$ cat config.mk
export PLATFORM = sky130hd
export DESIGN_NAME = slc3_commit_tracker
export DESIGN_NICKNAME = d
export VERILOG_FILES = /design/src/rtl/slc3_pkg.sv /design/src/rtl/slc3_stall_watchdog.sv /design/src/rtl/slc3_commit_tracker.sv
export SDC_FILE = /design/constraint.sdc
export NUM_CORES = 1
export LEC_CHECK = 0
export ABC_AREA = 1
export CAP_MARGIN = 5
export CORE_MARGIN = 3
export CORE_UTILIZATION = 27
export CTS_BUF_LIST = sky130_fd_sc_hd__clkbuf_4
export CTS_CLUSTER_SIZE = 20
export DETAILED_ROUTE_END_ITERATION = 10
export GPL_ROUTABILITY_DRIVEN = 0
export PLACE_DENSITY_LB_ADDON = 0.1
export SETUP_SLACK_MARGIN = 0.1
export SYNTH_ARGS = -nofsm -noshare
export SYNTH_HDL_FRONTEND = slang
export SYNTH_SLANG_ARGS = --single-unit
$ cat constraint.sdc
create_clock -name clk -period 1.8 [get_ports clk]
set_input_delay 0.18 -clock clk [delete_from_list [all_inputs] [get_ports clk]]
set_output_delay 0.18 -clock clk [all_outputs]
set_load 0.01 [all_outputs]
$ cat src/rtl/slc3_pkg.sv
// Shared types for the SLC-3 commit tracker: retire record layout and tracker states.
package slc3_pkg;

    localparam int unsigned REG_ADDR_W = 3;
    localparam int unsigned WORD_W     = 16;

    typedef struct packed {
        logic [WORD_W-1:0]     pc;
        logic                  wb_en;
        logic [REG_ADDR_W-1:0] rd;
        logic [WORD_W-1:0]     data;
    } commit_rec_t;

    typedef enum logic [1:0] {
        IDLE   = 2'd0,
        EXEC   = 2'd1,
        PAUSED = 2'd2
    } tracker_state_e;

endpackage

$ cat src/rtl/slc3_stall_watchdog.sv
// Per-instruction stall watchdog: saturating in-flight cycle counter with a sticky flag.
module slc3_stall_watchdog #(
    parameter int unsigned STALL_LIMIT = 64
) (
    input  logic clk,
    input  logic reset_n,
    input  logic clear,
    input  logic count_en,
    output logic stall
);

    localparam int unsigned CNT_W = 16;
    localparam logic [CNT_W-1:0] LIMIT = CNT_W'(STALL_LIMIT);

    logic [CNT_W-1:0] cnt;
    logic [CNT_W-1:0] cnt_d;
    logic             stall_d;

    // A new fetch restarts the count; counting freezes once the limit is reached.
    always_comb begin
        cnt_d   = cnt;
        stall_d = stall;
        if (clear) begin
            cnt_d = '0;
        end else if (count_en && (cnt != LIMIT)) begin
            cnt_d = cnt + CNT_W'(1);
        end
        if (cnt_d == LIMIT) begin
            stall_d = 1'b1;
        end
    end

    always_ff @(posedge clk or negedge reset_n) begin
        if (!reset_n) begin
            cnt   <= '0;
            stall <= 1'b0;
        end else begin
            cnt   <= cnt_d;
            stall <= stall_d;
        end
    end

endmodule

$ cat src/rtl/slc3_commit_tracker.sv
// Builds one retire record per SLC-3 instruction from fetch, register-write and pause
// activity; also counts retirements and watches for instructions that never finish.
module slc3_commit_tracker
    import slc3_pkg::*;
#(
    parameter int unsigned COUNT_W     = 32,
    parameter int unsigned STALL_LIMIT = 64
) (
    input  logic                  clk,
    input  logic                  reset_n,
    input  logic                  fetch_i,
    input  logic [WORD_W-1:0]     pc_i,
    input  logic                  ld_reg_i,
    input  logic [REG_ADDR_W-1:0] dr_i,
    input  logic [WORD_W-1:0]     bus_i,
    input  logic                  pause_i,
    output logic                  commit_valid,
    output logic [WORD_W-1:0]     commit_pc,
    output logic                  wb_en,
    output logic [REG_ADDR_W-1:0] wb_rd,
    output logic [WORD_W-1:0]     wb_data,
    output logic [COUNT_W-1:0]    commit_count_o,
    output logic                  stall_o
);

    tracker_state_e state;
    tracker_state_e state_d;
    commit_rec_t    cur;
    commit_rec_t    cur_d;
    commit_rec_t    wr_rec;
    commit_rec_t    fetch_rec;
    commit_rec_t    ret_rec;
    logic           retire;
    logic           pause_q;

    // Next-state and retire decision; a write coincident with fetch/pause belongs to the retiring record.
    always_comb begin
        state_d   = state;
        cur_d     = cur;
        retire    = 1'b0;
        fetch_rec = '{pc: pc_i, wb_en: 1'b0, rd: '0, data: '0};
        wr_rec    = cur;
        if (ld_reg_i) begin
            wr_rec.wb_en = 1'b1;
            wr_rec.rd    = dr_i;
            wr_rec.data  = bus_i;
        end
        ret_rec = wr_rec;
        unique case (state)
            IDLE, PAUSED: begin
                if (fetch_i) begin
                    cur_d   = fetch_rec;
                    state_d = EXEC;
                end
            end
            EXEC: begin
                cur_d = wr_rec;
                if (fetch_i) begin
                    retire = 1'b1;
                    cur_d  = fetch_rec;
                end else if (pause_i && !pause_q) begin
                    retire  = 1'b1;
                    state_d = PAUSED;
                end
            end
            default: state_d = IDLE;
        endcase
    end

    always_ff @(posedge clk or negedge reset_n) begin
        if (!reset_n) begin
            state   <= IDLE;
            cur     <= '0;
            pause_q <= 1'b0;
        end else begin
            state   <= state_d;
            cur     <= cur_d;
            pause_q <= pause_i;
        end
    end

    // Retire record holds between commits; rd/data are forced to zero when nothing was written.
    always_ff @(posedge clk or negedge reset_n) begin
        if (!reset_n) begin
            commit_valid   <= 1'b0;
            commit_pc      <= '0;
            wb_en          <= 1'b0;
            wb_rd          <= '0;
            wb_data        <= '0;
            commit_count_o <= '0;
        end else begin
            commit_valid <= retire;
            if (retire) begin
                commit_pc      <= ret_rec.pc;
                wb_en          <= ret_rec.wb_en;
                wb_rd          <= ret_rec.wb_en ? ret_rec.rd : '0;
                wb_data        <= ret_rec.wb_en ? ret_rec.data : '0;
                commit_count_o <= commit_count_o + COUNT_W'(1);
            end
        end
    end

    slc3_stall_watchdog #(
        .STALL_LIMIT(STALL_LIMIT)
    ) u_watchdog (
        .clk     (clk),
        .reset_n (reset_n),
        .clear   (fetch_i),
        .count_en(state == EXEC),
        .stall   (stall_o)
    );

endmodule

==> reports/results.tsv <==
metric	value	unit
outcome	finished clean	
die area	23100	µm²
commonest cells in the netlist	nand2_1, dfrtp_1, inv_1, nor2_1, o21ai_0	
Hold Vio Cnt, Final	0	
Top Usage Layer GRT	met2	
Std-Cell Rows	52	
worst hold stages	1	
ys flop type	dfrtp_1	
io pins	110	
max_cap viols	0	
Post-Syn Area	5750	µm²
Max H-tree Level	4	
critical path arrival	2.22	ns
Leak	0.00494	µW
Crit Path Class	reg2reg	
Net Count, Synth	733	
area share of the largest cell type after synthesis	54.4	%
Area Growth Syn to Fin	52.1	%
first-pass GRT wire length	27.2	mm
relative slew slack	63.3	%
Routed Antenna Nets	0	
clk sinks	125	
r2r worst-path depth	12	
worst vdd ir	0.607	mV
crit start category	flop	
Post-DP HPWL	10.9	mm
area leader, netlist	dfrtp_1	
final core occ	42.5	%
Yosys reg bits	125	
Final min period	1.75	ns
setup slack at placement	-0.176	ns
clock slew at reported path FFs	0.12	ns
pin count of the biggest net entering global routing	39	
initial antenna violation count	1	
TritonCTS buffer count	17	
RSZ-0062 raised after global routing	yes	
Max Slew Vio Count	0	
share of cells above drive strength 1	23.6	%
clk buf depth	2	
cell class contributing the biggest share of worst-path delay	simple AND/OR/NAND/NOR gates	
Syn Inst Count	690	
count of different cell masters after synthesis	30	
synth top area cells	dfrtp_1, nand2_1, inv_1	
DRC	0	
grt met3 use	3.75	%
Buffers on Ports	109	
Setup-failing EPs final	0	
asr flop ratio synth	100	%
Hold Path Class	in2reg	
Critical Path Max Stage Delay	0.42	ns
met2 Use GR	23.8	%
GRT Total Usage	14.3	%
Seq/Total Area, Yosys	54.4	%
fin nets	944	
WL per Instance	13.7	µm
DR vias/cell	4.42	
mean post-synth cell area	8.33	µm²
grt ovf	0	
DRT Wirelength	16.3	mm
die height	152	µm
CP max FO	3	
period utilization	97.2	%
Least-Margin Pin Slew	0.551	ns
CTS tree	done	
setup ws final	0.0507	ns
cell depth of the worst setup path	12	
Fmax	0.572	GHz
via count	5242	
met1 usage	18.5	%
vias in the first global route	5431	
Clk Latency, worst-skew pair	0.54	ns
Core ar.	20600	µm²
1st-pass router iterations	5	
Post-synth EDFFs	0	
Warnings, synthesis	0	
clk root buf	clkbuf_4	
most common cell in the netlist	nand2_1	
PD cells	1150	nW/µm²
CP Buf/Inv Count	1	
fill count	2103	
CP max-delay cell	dfrtp_1	
Worst setup EP type	flop	
Starting Density	28.0	%
DR iter-0 viols	312	
die width	152	µm
critical path data required time	2.27	ns
skew final	0.0282	ns
Critical Path, Cell by Cell	buf_6, ha_4, nand2_4, nor2_4, nand2_2, nor2_2, nand4_1, nand3_1, nand2_1, nor2_2, nand2_2, o21bai_1	
==> placed cells by master (no fill, tap or decap), types with 17 or more instances in the layout <==
cell	count
buf_4	89
clkbuf_4	18
clkdlybuf4s50_1	42
dfrtp_1	120
dlygate4sd2_1	28
dlymetal6s2s_1	38
inv_1	69
nand2_1	219
nand3_1	25
nand4_1	17
nor2_1	33
o21ai_0	38
o22ai_1	19
xnor2_1	19
==> logic make-up after synthesis <==
family | share of synthesized area (%)
XOR/XNOR | 5.33
adder cells (fa/ha/maj) | 0.653
AND/OR/NAND/NOR | 26.3
flip-flops | 54.4
buffers and inverters | 6.85
AO/OA/AOI/OAI | 6.49
==> sequential cells by signal, indices dropped and copies added, names as in the netlist <==
signal	flops
u_watchdog.cnt	16
commit_valid	1
wb_en	1
u_watchdog.stall	1
commit_count_o	32
wb_data	16
cur	36
state	2
wb_rd	3
commit_pc	16
pause_q	1
==> power by group <==
group	total [µW]	switching (µW)	internal, µW
sequential	4000	454	3540
clock	2360	1210	1150
combinational	3680	1910	1770
==> through the flow <==
stage | hold WS [ns] | cell area [µm²] | cells | power (µW) | setup TNS (ns)
final | 0.145 | 8740 | 1186 | 10000 | 0
after global routing | 0.0970 | 8740 | 1186 | 10800 | -0.115
after CTS | 0.0828 | 8260 | 1167 | 9960 | 0
after detailed placement | 0.207 | 7560 | 1099 | 7520 | -3.80
after global placement | 0.208 | 7560 | 1099 | 7490 | -1.44
after floorplan | -0.116 | 5750 | 690 | 5530 | 0
==> per-layer routing <==
metal | wire (µm) | part of all wire, % | vias to the layer above
met3 | 724 | 4.5 | 12
met5 | 0 | 0 | -
met2 | 7790 | 48 | 100
li1 | - | - | 2604
met4 | 199 | 1.2 | 0
met1 | 7550 | 46 | 2526
==> worst reg2reg max path, stage by stage, from the launching register on <==
cell and delay [ns]:
dfrtp_1 0.42, buf_6 0.13, ha_4 0.16, nand2_4 0.05, nor2_4 0.14, nand2_2 0.07, nor2_2 0.13, nand4_1 0.10
nand3_1 0.10, nand2_1 0.07, nor2_2 0.12, nand2_2 0.07, o21bai_1 0.13
==> worst paths after layout <==
path | startpoint | end | slack (ns)
worst min-delay path | pause_i | pause_q$_DFF_PN0_ | 0.14
min in group asynchronous | reset_n | commit_count_o[23]$_DFFE_PN0P_ | 0.16
max in group asynchronous | reset_n | commit_pc[13]$_DFFE_PN0P_ | 1.05
worst min register to register | commit_pc[0]$_DFFE_PN0P_ | commit_pc[0]$_DFFE_PN0P_ | 0.48
worst max-delay path | u_watchdog.cnt[0]$_DFF_PN0_ | u_watchdog.stall$_DFFE_PN0N_ | 0.05
worst max register to register | u_watchdog.cnt[0]$_DFF_PN0_ | u_watchdog.stall$_DFFE_PN0N_ | 0.05
==> what timing repair did <==
action	in CTS	in global routing
hold buffers	1	0
cloned	2	0
endpoints found under the setup margin	58	58
resized for setup	64	108
endpoints found under the hold margin	56	0
pin swaps	14	42
setup buffers	33	17
==> area by class of cell <==
| class | count | area, µm² | area share [%] |
|---|---|---|---|
| Antenna cell | 2 | 5.00 | 0.0572 |
| Clock buffer | 18 | 135 | 1.55 |
| Clock inverter | 14 | 206 | 2.36 |
| Inverter | 79 | 299 | 3.42 |
| Multi-Input combinational cell | 463 | 2550 | 29.2 |
| Sequential cell | 125 | 3130 | 35.8 |
| Tap cell | 270 | 338 | 3.86 |
| Timing Repair Buffer | 215 | 2070 | 23.7 |
(Power assumes the default switching activity.)
